[config.mk]
export PLATFORM = sky130hd
export DESIGN_NAME = sub_rr_arbiter
export DESIGN_NICKNAME = d
export VERILOG_FILES = /design/src/rtl/sub_rr_arbiter.sv
export SDC_FILE = /design/constraint.sdc
export NUM_CORES = 1
export LEC_CHECK = 0
export ABC_AREA = 1
export CAP_MARGIN = 5
export CORE_ASPECT_RATIO = 1.4
export CORE_MARGIN = 5
export CORE_UTILIZATION = 46
export DETAILED_ROUTE_END_ITERATION = 8
export PLACE_DENSITY = 0.87
export SYNTH_ARGS = -nofsm -noshare
export SYNTH_HDL_FRONTEND = slang
export SYNTH_SLANG_ARGS = --single-unit
[constraint.sdc]
create_clock -name clk -period 10.3 [get_ports clk]
set_input_delay 2.575 -clock clk [delete_from_list [all_inputs] [get_ports clk]]
set_output_delay 2.575 -clock clk [all_outputs]
set_load 0.005 [all_outputs]
[src/rtl/sub_rr_arbiter.sv]
// rtl/sub_rr_arbiter.sv - round-robin arbiter sharing one 32-bit unsigned subtractor
//
// sub_32bit_unsigned: combinational A - B with borrow-out.
//   a, b        32-bit unsigned operands
//   result      a - b mod 2^32
//   borrow      1 iff a < b
//
// sub_rr_arbiter: NUM_REQ valid/ready request channels feed one shared
// subtractor; results leave through a single registered valid/ready
// response channel tagged with the owning requester index.
//   clk, rst_n              clock, asynchronous active-low reset
//   req_valid/req_ready     per-requester handshake (req_ready one-hot or zero)
//   req_a, req_b            packed operands, requester i at [32i+31:32i]
//   rsp_valid/rsp_ready     response handshake
//   rsp_id                  requester index owning the response
//   rsp_result, rsp_borrow  subtraction result and borrow
//   busy                    response pending or any request valid
//   op_count                accepted responses, wraps modulo 2^CNTW

module sub_32bit_unsigned (
    input  logic [31:0] a,
    input  logic [31:0] b,
    output logic [31:0] result,
    output logic        borrow
);

    // A zero-extended 33-bit difference leaves the borrow in the top bit.
    logic [32:0] diff;

    assign diff   = {1'b0, a} - {1'b0, b};
    assign result = diff[31:0];
    assign borrow = diff[32];

endmodule

module sub_rr_arbiter #(
    parameter  int NUM_REQ = 4,
    localparam int IDW     = $clog2(NUM_REQ),
    parameter  int CNTW    = 16
) (
    input  logic                  clk,
    input  logic                  rst_n,
    input  logic [NUM_REQ-1:0]    req_valid,
    output logic [NUM_REQ-1:0]    req_ready,
    input  logic [NUM_REQ*32-1:0] req_a,
    input  logic [NUM_REQ*32-1:0] req_b,
    output logic                  rsp_valid,
    input  logic                  rsp_ready,
    output logic [IDW-1:0]        rsp_id,
    output logic [31:0]           rsp_result,
    output logic                  rsp_borrow,
    output logic                  busy,
    output logic [CNTW-1:0]       op_count
);

    typedef enum logic {
        EMPTY = 1'b0,
        FULL  = 1'b1
    } state_t;

    state_t         state;
    logic [IDW-1:0] last_grant;

    logic           can_accept;
    logic           found;
    logic [IDW-1:0] grant_idx;
    logic           grant_any;
    logic [31:0]    sel_a;
    logic [31:0]    sel_b;
    logic [31:0]    sub_result;
    logic           sub_borrow;

    assign rsp_valid  = (state == FULL);
    assign can_accept = !rsp_valid || rsp_ready;
    assign busy       = rsp_valid || (|req_valid);

    // Round-robin search: first look strictly above last_grant, then wrap
    // and take the lowest valid index. The second pass also catches
    // last_grant itself when it is the only valid requester.
    always_comb begin
        found     = 1'b0;
        grant_idx = '0;
        for (int i = 0; i < NUM_REQ; i++) begin
            if (!found && req_valid[i] && (i > int'(last_grant))) begin
                found     = 1'b1;
                grant_idx = IDW'(i);
            end
        end
        for (int i = 0; i < NUM_REQ; i++) begin
            if (!found && req_valid[i]) begin
                found     = 1'b1;
                grant_idx = IDW'(i);
            end
        end
    end

    // rst_n gates the grant so req_ready stays low for the whole reset,
    // not only after the first edge.
    assign grant_any = found && can_accept && rst_n;

    always_comb begin
        req_ready = '0;
        sel_a     = '0;
        sel_b     = '0;
        for (int i = 0; i < NUM_REQ; i++) begin
            if (grant_idx == IDW'(i)) begin
                req_ready[i] = grant_any;
                sel_a        = req_a[i*32 +: 32];
                sel_b        = req_b[i*32 +: 32];
            end
        end
    end

    sub_32bit_unsigned u_sub (
        .a      (sel_a),
        .b      (sel_b),
        .result (sub_result),
        .borrow (sub_borrow)
    );

    always_ff @(posedge clk or negedge rst_n) begin
        if (!rst_n) begin
            state      <= EMPTY;
            rsp_id     <= '0;
            rsp_result <= '0;
            rsp_borrow <= 1'b0;
            op_count   <= '0;
            last_grant <= IDW'(NUM_REQ - 1);
        end else begin
            if (rsp_valid && rsp_ready) begin
                op_count <= op_count + 1'b1;
            end

            // grant_any already implies can_accept, so loading here never
            // overwrites a response the consumer has not taken.
            if (grant_any) begin
                rsp_id     <= grant_idx;
                rsp_result <= sub_result;
                rsp_borrow <= sub_borrow;
                last_grant <= grant_idx;
            end

            case (state)
                EMPTY: begin
                    if (grant_any) begin
                        state <= FULL;
                    end
                end
                FULL: begin
                    if (rsp_ready && !grant_any) begin
                        state <= EMPTY;
                    end
                end
                default: state <= EMPTY;
            endcase
        end
    end

endmodule

## Yosys cells after proc, flatten, opt, wreduce, memory -nomap -nowiden

Index checks and enable logic that the tools add are counted.

- Equal/unequal tests: 3
- Magnitude comparators: 3
- Add/sub/neg operators: 2
- Bitwise gates (word level): 1
- Multiplexer cells: 29
- Reduce and logical (&&, ||, !) cells: 25

Operator list:

| kind | count |
|---|---|
| 32-bit 2-to-1 mux | 8 |
| 32-bit by 32-bit subtractor with 33-bit output | 1 |
| 16-bit by 1-bit adder with 16-bit output (second input constant) | 1 |
| 1-bit 2-to-1 mux | 14 |
| 1-bit logical AND | 13 |
| 2-bit 2-to-1 mux | 6 |
| 1-bit logical NOT | 8 |
| 2-bit equality test (second input constant) | 2 |
| 2-bit greater-than comparator (first input constant) | 2 |
| 4-bit OR reduction | 1 |
| 2-bit by 1-bit equality test with 1-bit output (second input constant) | 1 |
| 1-bit by 2-bit greater-than comparator with 1-bit output (first input constant) | 1 |
| 2-bit logical NOT | 1 |
| 1-bit logical OR | 2 |
| 1-bit one-hot mux with 2 select lines | 1 |
| 1-bit inverter | 1 |

- Register bits: 54
- Word-level logic and storage cells: 69

## Longest topological paths before layout

- Word-level depth: 29
- Gate-level depth with buffers: 27
- Gate-level depth less buffers: 26

## Hierarchy

Synthesis repeated with hierarchy kept, for this count alone.

- Cell total of the unflattened synthesis: 1262
- Area total of the unflattened synthesis: 7223.2 µm²

By module, submodules not included:

| module | times used | sequential area each (µm²) | area an instance (µm²) | cells an instance |
|---|---|---|---|---|
| sub_rr_arbiter | 1 | 1353.8 | 4650.7 | 712 |
| sub_32bit_unsigned | 1 | 0.0 | 2572.5 | 550 |

## Worst setup path after synthesis

OpenSTA, ideal clock, no wires.

- Kind: input-to-output
- From: input req_valid[3]
- To: output req_ready[1]
- Arrival time: 3.738 ns
- Path slack: 3.987 ns
- Path buffers: 2
- Cell stages on the path: 9
- Required time: 7.725 ns
- Cells stage by stage: nand2_1 nand2_1 nor2_4 nand3_2 nand2_1 buf_2 buf_2 nand2_1 nor2_1

- Cells in the longest elaborated chain, start to end: 18
- Elaborated cells on any way between the ends: 24
- Those cells by class: eq/ne (1); mux (11); reduce/logical (12)

Ends and longest elaborated chain:

| what | line | text |
|---|---|---|
| start: declaration | 43 | `input logic [NUM_REQ-1:0] req_valid,` |
| 1-bit logical AND (2 in series) | 84 | `if (!found && req_valid[i] && (i > int'(last_grant))) begin` |
| 1-bit 2-to-1 mux | 84 |  |
| 1-bit logical NOT | 90 | `if (!found && req_valid[i]) begin` |
| 1-bit logical AND | 90 |  |
| 1-bit 2-to-1 mux | 90 |  |
| 1-bit logical NOT | 90 |  |
| 1-bit logical AND | 90 |  |
| 1-bit 2-to-1 mux | 90 |  |
| 1-bit logical NOT | 90 |  |
| 1-bit logical AND | 90 |  |
| 1-bit 2-to-1 mux | 90 |  |
| 1-bit logical NOT | 90 |  |
| 1-bit logical AND | 90 |  |
| 1-bit 2-to-1 mux | 90 |  |
| 1-bit logical AND (2 in series) | 99 | `assign grant_any = found && can_accept && rst_n;` |
| 1-bit 2-to-1 mux (*) | 106 | `if (grant_idx == IDW'(i)) begin` |
| end: declaration | 44 | `output logic [NUM_REQ-1:0] req_ready,` |

Every way passes the cells marked *; elsewhere a longest branch is shown, timed or not.

## Final worst setup path

- From: input req_valid[1]
- To: output req_ready[1]

- Cells in the longest elaborated chain, start to end: 25
- Elaborated cells on any way between the ends: 33
- Those cells by class: eq/ne (1); mux (15); reduce/logical (17)

Ends and longest elaborated chain:

| what | line |
|---|---|
| 1-bit logical AND | 84 |
| 1-bit 2-to-1 mux | 84 |
| 1-bit logical NOT | 84 |
| 1-bit logical AND (2 in series) | 84 |
| 1-bit 2-to-1 mux | 84 |
| 1-bit logical NOT | 84 |
| 1-bit logical AND (2 in series) | 84 |
| 1-bit 2-to-1 mux | 84 |
| [... 6 more ...] | -- |
| 1-bit logical NOT | 90 |
| 1-bit logical AND | 90 |
| 1-bit 2-to-1 mux | 90 |
| 1-bit logical NOT | 90 |
| 1-bit logical AND | 90 |
| 1-bit 2-to-1 mux | 90 |
| 1-bit logical AND (2 in series) | 99 |
| 1-bit 2-to-1 mux (*) | 106 |

Marked as above.

==> metrics.yaml <==
rsz0062_at_grt: "false"
synth.area.top_cells: "nand2_1 21%, dfrtp_1 19%, nand3_1 18%"
hold_viol: 0
r2r-start: "last_grant[0]"
rows: 52
dieArea_um2: 17300
routed_wl_um: 28300
cts_inserted_buffers: 5
cap_violations: 0
fin_crit_sh_pct: 81.7
slew_viol_final: 0
final_core_util_pct: 70.3
final_net_count: 1777
finalCriticalPeriod_ns: 8.41
hp-start: "op_count[15]"
yosysMostFrequentCell: "nand2_1"
grt_max_degree: 67
yosys.area.top_type: "nand2_1"
hp-class: "flip-flop to flip-flop"
hold_buffers: 0
dr.first_iter.drc_count: 650
htreeDepth: 2
post-place-ws_ns: 1.95
core_um2: 14500
yosys_warnings: 0
power.leakage_nw: 5.07
setup_tns_ns: 0
syn_nets: 1500
avgSynthCellArea_um2: 5.65
die_y_um: 154
pin_count: 320
clkSinkCount: 54
die_x_um: 113
area_growth_pct: 50.1
path_class: "input port to output pin"
finalClockSkew_ns: 0.0116
cp_slowest_stage_delay_ns: 0.75
clock_latency_ns: 0.31
gp_congestion: 0.960
cellPowerDensity_nw_per_um2: 260
grt_pass1_wl_um: 43900
first_pass_iters: 5
tightest_slew_ns: 0.886
start_kind: "input port"
ys.flop_type: "dfrtp_1"
worstSetupEndpointType: "output pin"
drive_gt1_share_pct: 2.09
synth_cells: 1203
syn_area_um2: 6800
cts-root-buf: "clkbuf_16"
dp_hpwl_um: 23400
final-setup-viol-count: 0
cpMostUsedCell: "nand2_1"
synth_seq_cells: 54
yosysSeqAreaShare_pct: 19.9
path_max_fanout: 54
postCtsSetupBuffers: 0
critPathLaunch: "req_valid[1]"
status: "finished, final reports clean"
ys_types: 34
worst_slack_ns: 1.89
port_buffers: 319
wl_per_cell_um: 16.9
slew_headroom_pct: 40.8
arrival_ns: 5.84
synth_edf_count: 0
path_cells: "clkdlybuf4s50_1 -> nand2_1 -> nand2_1 -> nor2_4 -> nand3_2 -> nand2_4 -> nand2_1 -> nor2_1 -> clkdlybuf4s50_1"
grt_usage_pct: 31.4
cts_tree: "yes"
start_util_pct: 46.8
cts_resized: 0
fmax_mhz: 119
crit_required_ns: 7.73
clk_path_buf_depth: 2
instances_no_fill: 1671
crit_slowest_cell: "nand2_4"
antenna_found_initial: 0
vias: 9009
synthArstFlopShare_pct: 100
placed_cells: 1662
vdd_drop_max_mv: 0.141
via_per_inst: 5.39
grt_overflow_total: 0
drc_errors: 0
grt_pass1_vias: 8577
synth.top_cell.area_share_pct: 21.1
antenna_left: 0
clk_pin_slew_ns: 0.08
ys_top_cells_by_count: "382 x nand2_1, 239 x nand3_1, 170 x inv_1"
[routing by layer]
layer  wire length, um  up-vias  GRT usage [%]  part of all wire, %
met5                 0        -              0                    0
met4              1470        0           15.3                  5.2
met3              2430       84           4.72                  8.6
met2             13800      451           53.5                   49
met1             10600     4038           38.3                   38
li1                  -     4436              -                    -
[final timing paths]
check,end,slack (ns),cells past startpoint
max,req_ready[1],1.89,9
min,op_count[15],0.47,1
max reg2reg,rsp_result[14],4.35,23
min reg2reg,op_count[15],0.47,1
max in group asynchronous,rsp_result[23],7.44,2
min in group asynchronous,op_count[2],2.39,2
[layout make-up]
| class | count | area [um2] |
|---|---|---|
| well taps | 189 | 236 |
| flip-flops and latches | 54 | 1350 |
| clock buffers | 5 | 125 |
| repair buffers | 327 | 3250 |
| inverters | 172 | 646 |
| fillers | 1291 | 4310 |
| multi-input cells | 920 | 4560 |
| diodes | 1 | 2.50 |
| clock inverters | 3 | 28.8 |
[flip-flops by register name, summed over array words and instances, names as in the netlist]
signal,cells
rsp_valid,1
rsp_borrow,1
op_count,16
rsp_id,2
rsp_result,32
last_grant,2
[critical path: cells and delay by family]
kind                   cells  cell delay (ns)
and+or+nand+nor            7             2.15
buffers and inverters      2             1.06
[cell usage in the layout, fill, tap and decap left out, types with 3 or more instances in the layout]
cell type        Yosys  layout
nor3_1               6       6
nor2_4               1       3
o21ai_0             25      25
xnor2_1             17      17
dfrtp_1             52      52
ha_1                33      33
clkdlybuf4s50_1      0     318
xor2_1               9       9
nand3b_1            12      12
inv_1              170     170
nor2_1              90      87
nand3_1            239     239
nand2_1            382     381
or2_0                6       6
nand4_1             63      63
and2_1               3       3
a21oi_1             21      21
clkbuf_16            0       5
buf_4                1       8
[through the flow]
step / instance area (um2) / total power, mW / hold slack [ns]
finish: 10200 / 2.65 / 0.466
global route: 10200 / 2.92 / 0.495
CTS: 10200 / 2.62 / 0.473
detailed placement: 10000 / 2.43 / 0.462
global placement: 10000 / 2.39 / 0.456
floorplan: 6800 / 1.75 / 0.456
[power breakdown]
group          total, mW  leakage, nW  switching [mW]  internal (mW)
registers          0.355        0.669          0.0561          0.299
clock network      0.183       0.0759          0.0899         0.0931
logic               2.11         4.33            1.29          0.823
[kinds of logic (layout without fill, tap and decap cells)]
group                      Yosys count  after routing  synth area share (%)
AOI/OAI and AO/OA                   52             52                  4.14
xor gates and xnor gates            26             26                  3.35
adders and majority gates           34             34                  6.37
buffers and inverters              229            507                  13.3
DFF                                 54             54                  19.9
other                                0              1                     0
and+or+nand+nor                    808            808                  52.9
Power figures use the tool's default switching activity.
